[src/rtl/product_accumulator.sv]
// Sums a stream of unsigned multiplier products into one dot-product result per vector.
// Define PRODUCT_ACC_SAT_EN to clamp on overflow instead of wrapping.
module product_accumulator #(
  parameter int WIDTH     = 8,
  parameter int ACC_WIDTH = 2*WIDTH+8,
  parameter int MAX_LEN   = 16
) (
  input  logic                           clk,
  input  logic                           rst,
  input  logic                           in_valid,
  output logic                           in_ready,
  input  logic [2*WIDTH-1:0]             in_product,
  input  logic                           in_last,
  output logic                           out_valid,
  input  logic                           out_ready,
  output logic [ACC_WIDTH-1:0]           out_sum,
  output logic [$clog2(MAX_LEN+1)-1:0]   out_count,
  output logic                           out_ovf
);

  localparam int CNT_W = $clog2(MAX_LEN+1);
  localparam logic [CNT_W-1:0] LP_MAX_CNT = CNT_W'(MAX_LEN);

  localparam logic [1:0] LP_IDLE  = 2'd0;
  localparam logic [1:0] LP_ACCUM = 2'd1;
  localparam logic [1:0] LP_DONE  = 2'd2;

`ifdef PRODUCT_ACC_SAT_EN
  localparam bit LP_SAT = 1'b1;
`else
  localparam bit LP_SAT = 1'b0;
`endif

  // Carry-out either wraps or pins the accumulator at full scale.
  function automatic logic [ACC_WIDTH-1:0] f_sat(input logic [ACC_WIDTH:0] sum);
    return (sum[ACC_WIDTH] && LP_SAT) ? {ACC_WIDTH{1'b1}} : sum[ACC_WIDTH-1:0];
  endfunction

  logic [1:0]           r_state;
  logic [ACC_WIDTH-1:0] r_acc;
  logic [CNT_W-1:0]     r_count;
  logic                 r_ovf;
  logic [ACC_WIDTH-1:0] r_out_sum;
  logic [CNT_W-1:0]     r_out_count;
  logic                 r_out_ovf;

  logic                 w_accept;
  logic [ACC_WIDTH-1:0] w_addend;
  logic [ACC_WIDTH:0]   w_sum;
  logic [ACC_WIDTH-1:0] w_next_acc;
  logic [CNT_W-1:0]     w_next_cnt;
  logic                 w_next_ovf;
  logic                 w_term;

  assign in_ready  = (r_state != LP_DONE);
  assign out_valid = (r_state == LP_DONE);
  assign out_sum   = r_out_sum;
  assign out_count = r_out_count;
  assign out_ovf   = r_out_ovf;

  assign w_accept = in_valid && in_ready;

  always_comb begin
    w_addend   = ACC_WIDTH'(in_product);
    w_sum      = {1'b0, r_acc} + {1'b0, w_addend};
    w_next_acc = w_addend;
    w_next_cnt = CNT_W'(1);
    w_next_ovf = 1'b0;
    if (r_state == LP_ACCUM) begin
      w_next_acc = f_sat(w_sum);
      w_next_cnt = r_count + CNT_W'(1);
      w_next_ovf = r_ovf | w_sum[ACC_WIDTH];
    end
    // Covers MAX_LEN==1 too: the first beat already reaches the limit.
    w_term = in_last || (w_next_cnt == LP_MAX_CNT);
  end

  always_ff @(posedge clk or posedge rst) begin
    if (rst) begin
      r_state     <= LP_IDLE;
      r_acc       <= '0;
      r_count     <= '0;
      r_ovf       <= 1'b0;
      r_out_sum   <= '0;
      r_out_count <= '0;
      r_out_ovf   <= 1'b0;
    end else begin
      case (r_state)
        LP_IDLE, LP_ACCUM: begin
          if (w_accept) begin
            r_acc   <= w_next_acc;
            r_count <= w_next_cnt;
            r_ovf   <= w_next_ovf;
            if (w_term) begin
              r_state     <= LP_DONE;
              r_out_sum   <= w_next_acc;
              r_out_count <= w_next_cnt;
              r_out_ovf   <= w_next_ovf;
            end else begin
              r_state <= LP_ACCUM;
            end
          end
        end
        LP_DONE: begin
          if (out_ready) r_state <= LP_IDLE;
        end
        default: r_state <= LP_IDLE;
      endcase
    end
  end

endmodule

[config.mk]
export PLATFORM = sky130hd
export DESIGN_NAME = product_accumulator
export DESIGN_NICKNAME = d
export VERILOG_FILES = /design/src/rtl/product_accumulator.sv
export SDC_FILE = /design/constraint.sdc
export NUM_CORES = 1
export LEC_CHECK = 0
export ABC_AREA = 1
export CAP_MARGIN = 5
export CORE_MARGIN = 2
export CORE_UTILIZATION = 50
export CTS_CLUSTER_DIAMETER = 30
export DETAILED_ROUTE_END_ITERATION = 6
export PLACE_DENSITY = 0.81
export SYNTH_ARGS = -nofsm -noshare
export SYNTH_HDL_FRONTEND = slang
export SYNTH_SLANG_ARGS = --single-unit
[constraint.sdc]
create_clock -name clk -period 3 [get_ports clk]
set_clock_uncertainty 0.1 [all_clocks]
set_input_delay 0.75 -clock clk [delete_from_list [all_inputs] [get_ports clk]]
set_output_delay 0.75 -clock clk [all_outputs]
set_load 0.005 [all_outputs]
==> qor_table.md, run 1 <==
| Result | Value | Unit |
| --- | --- | --- |
| Status | finished clean | - |
| Number of antenna-violating nets in the routed design | 0 | - |
| Overflow left after global routing | 0 | - |
| Dpl ws | -0.01239 | ns |
| Total buffers and inverters traversed by the critical path | 4 | - |
| Clk buf depth | 2 | - |
| Residual DRC | 0 | - |
| Portion of the clock cycle consumed by the worst path in the final layout | 88.74 | % |
| All-layer global routing usage | 25.69 | % |
| Post-Syn Area per Cell | 6.464 | sq um |
| CP Class | input port to register | - |
| Routed wire per std cell | 13.19 | um |
| Yosys warning count | 0 | - |
| # IOs | 53 | - |
| Post-layout util | 61.50 | % |
| Global-route wire length before repair | 18010 | um |
| Die W | 95.18 | um |
| Fraction of final layout cells sized beyond drive strength 1 | 6.241 | % |
| Number of setup buffers added after CTS | 0 | - |
| End of the worst register-to-register path | out_sum[21]$_DFFE_PP0P_ | - |
| Die Ht | 95.18 | um |
| Reported max-cap violation count | 0 | - |
| Cell count after placement | 794 | - |
| Setup crit end kind | register | - |
| Number of cells on the worst hold path | 2 | - |
| Launch point of the worst hold path | out_sum[4]$_DFFE_PP0P_ | - |
| Count of nets after finishing | 739 | - |
| CP top delay family | buffers and inverters | - |
| Top sig layer | met4 | - |
| Power per standard cell area | 608.7 | nW/um^2 |
| R2R depth | 11 | - |
| Number of global-route vias before repair | 3939 | - |
| Quantity of gates resized following cts | 0 | - |
| Worst-case register-to-register setup slack | 0.79 | ns |
| Clock tree from TritonCTS | yes | - |
| Total wire length | 10680 | um |
| Fillers | 758 | - |
| Dominant cell type by count on the critical path | nand2_1 | - |
| Clock insertion delay at the later pin of the skew report | 0.36 | ns |
| Number of iterations in the first detailed-routing pass | 4 | - |
| Antenna diodes | 0 | - |
| Multi-input gate area | 2216 | sq um |
| Largest stage delay on the critical path | 0.49 | ns |
| Min-Delay Path Class | register to register | - |
| Cell Count, Final, Fillers Out | 810 | - |
| Register area | 1551 | sq um |
| Max-slew violation count | 0 | - |
| Crit path launch type | input port | - |
| M1 WL | 5002 | um |
| Number of unique standard cell types used by synthesis | 30 | - |
| Net count after synthesis | 682 | - |
| Arrival time worst endpoint | 2.85 | ns |
| Highest clock rate | 375.6 | MHz |
| Clock root buffer | clkbuf_8 | - |
| Reported leakage power | 2.691 | nW |
| Critical Path RT | 3.19 | ns |
| Clock sink count | 62 | - |
| Number of buffers created by CTS | 9 | - |
| Total length of routed met3 wires | 521 | um |
| Gate count of the mapped netlist | 643 | - |
| Post-layout worst setup margin | 0.3377 | ns |
| Setup repair after global routing missed its margin | no | - |
| Number of core rows | 33 | - |
| Total length of routed met2 wires | 4924 | um |
| Buffers on Ports | 52 | - |
| CTS hold repair buffers | 0 | - |
| Slew HR | 61.03 | % |
| Core Footprint | 8134 | sq um |
| Final critical-path required period | 2.662 | ns |
| Clock input transition at the sequential cells of the worst setup and hold paths | 0.07 | ns |
| Initial core utilization | 51.10 | % |
| Slew at the pin closest to its max-slew limit | 0.5837 | ns |
| Post-route total power | 0.003045 | W |
| Cells traversed along the worst timing path | clkdlybuf4s50_1 > ha_1 > inv_1 > fa_1 > inv_1 > nand2_1 > nand3_1 > nand2_1 > nand4_1 > nand2_1 > inv_1 > nand3_1 > nand2_1 | - |
| Drt via density | 5.044 | - |
| Count of final hold-check violations | 0 | - |
| Register area share after synthesis | 37.33 | % |
| Total of flip-flops plus latches after synthesis | 62 | - |
| Initial antenna violation count | 0 | - |
| Die Area | 9058 | sq um |
| Post-synthesis to final-layout area growth | 20.35 | % |
| Top fanout value on the critical path | 4 | - |
| Slowest-stage cell, CP | clkdlybuf4s50_1 | - |
| Finish-stage setup viols | 0 | - |
| Number of levels in the clock H-tree | 3 | - |
| Post-synthesis cell area | 4156 | sq um |
| Largest voltage drop on the vdd net | 0.3266 | mV |
| RR Startpoint | r_count[0]$_DFFE_PP0P_ | - |
| Final GP Congestion | 0.9424 | - |
| WHS Endpoint | out_sum[4]$_DFFE_PP0P_ | - |
| Detailed Route Iter0 Violations | 190 | - |
| DR vias | 4086 | - |
| Maximum number of pins on one net before global-route repair | 37 | - |
| Post-DP HPWL | 7863 | um |
==> metal layers <==
| layer | vias up | global-route usage [%] |
|---|---|---|
| met3 | 18 | 4.032 |
| met1 | 1858 | 34.25 |
| met4 | 0 | 9.662 |
| met5 | - | 0 |
| li1 | 2102 | - |
| met2 | 108 | 42.08 |
==> worst register-to-register path, delay by kind of cell, from the launching register on <==
family / cells / cell delay, ns
simple gates: 9 / 0.94
flops: 1 / 0.43
buf+inv: 1 / 0.36
fa+ha+maj: 1 / 0.25
==> cells in the mapped netlist <==
cell      instances  area, sq um
nand3_1          46        230.2
nand3_4           1        17.52
ha_1             17        212.7
or2_2             8        50.05
nand2_1         290         1089
xnor2_1           1        8.760
clkinv_1          1        3.750
buf_2             3        15.01
o21bai_1          1        7.510
buf_6             3        33.78
clkinv_2          1        5.000
and2_1            2        12.51
dfrtp_1          62         1551
a31oi_1           4        25.02
nor3_1            2        10.01
nor2_4            1        11.26
nand3_2           3        30.03
o21ai_0          19        95.09
mux2i_1           1        10.01
nor2_1           60        225.2
o21ai_1           3        15.01
xor2_1            3        26.28
fa_1              1        20.02
nand3b_1          1        7.510
inv_1            79        296.5
inv_2             2        7.510
nand4_1           6        37.54
clkbuf_1          8        30.03
nand2_2           2        12.51
a21oi_1          12        60.06
==> cell families (layout without fill, tap and decap cells) <==
logic type               after synthesis  after routing  synth area share [%]
AND/OR/NAND/NOR                      422            422                 41.69
buffers and inverters                 97            159                 9.422
flip-flops                            62             62                 37.33
AO/OA/AOI/OAI                         39             39                 4.876
adder cells (fa/ha/maj)               18             18                 5.599
XOR/XNOR                               4              4                0.8430
multiplexers                           1              1                0.2408
==> where the power goes <==
| group | switching (W) | internal (W) | total (W) |
|---|---|---|---|
| logic | 0.000712 | 0.000495 | 0.00121 |
| registers | 0.0000968 | 0.000982 | 0.00108 |
| clock network | 0.000374 | 0.000386 | 0.000760 |
| total | 0.00118 | 0.00186 | 0.00304 |
==> cell usage in the layout, fill, tap and decap left out, drive strengths merged <==
cell type	count
o21bai	1
clkinv	6
nor2	61
nand2	292
bufinv	1
clkbuf	9
nand4	6
xor2	3
o21ai	22
nand3	50
buf	8
nor3	2
mux2i	1
or2	8
a21oi	12
fa	1
and2	2
dfrtp	62
xnor2	1
nand3b	1
clkinvlp	1
inv	82
ha	17
a31oi	4
clkdlybuf4s50	52
==> area by class of cell <==
class | instances | area share [%]
tap | 105 | 2.626
timing repair buffer | 60 | 11.86
clock buffer | 9 | 2.476
clock inverter | 7 | 1.476
inverter | 83 | 6.253
sequential | 62 | 31.02
multi-input combinational | 484 | 44.30
==> sequential cells by signal, indices dropped and copies added (netlist names) <==
register   flops
r_ovf          1
r_count        5
out_ovf        1
out_sum       24
r_state        2
r_acc         24
out_count      5
==> per-stage QoR <==
| step | hold slack (ns) | TNS (ns) | area (sq um) |
|---|---|---|---|
| final | 0.3807 | 0 | 5002 |
| after global routing | 0.3989 | 0 | 5002 |
| after CTS | 0.3868 | 0 | 5002 |
| after detailed placement | 0.3646 | -0.01433 | 4805 |
| after global placement | 0.3625 | 0 | 4805 |
| after floorplan | 0.3528 | 0 | 4156 |
==> worst max-delay path by stage <==
| stage | startpoint | to | slack (ns) | cells after the start |
|---|---|---|---|---|
| 2_1_floorplan | rst | out_count[0]$_DFFE_PP0P_ | 0.61 | 1 |
| 3_3_place_gp | in_product[0] | out_sum[14]$_DFFE_PP0P_ | 0.02 | 12 |
| 3_5_place_dp | in_product[0] | out_sum[14]$_DFFE_PP0P_ | -0.01 | 12 |
| 4_1_cts | in_product[0] | out_sum[14]$_DFFE_PP0P_ | 0.35 | 12 |
| 5_1_grt | in_product[0] | out_sum[20]$_DFFE_PP0P_ | 0.09 | 13 |
| 6_report | in_product[0] | r_acc[22]$_DFFE_PP0P_ | 0.34 | 13 |
Note: power is estimated with default switching activity, not from simulation.
==> run 2: changes to the inputs <==
--- a/config.mk
+++ b/config.mk
@@ -9,7 +9,6 @@
 export CAP_MARGIN = 5
 export CORE_MARGIN = 2
 export CORE_UTILIZATION = 50
-export CTS_CLUSTER_DIAMETER = 30
 export DETAILED_ROUTE_END_ITERATION = 6
 export PLACE_DENSITY = 0.81
 export SYNTH_ARGS = -nofsm -noshare
==> results of run 2 <==
Same layout as run 1: the final DEF is identical, and so are final timing and power.
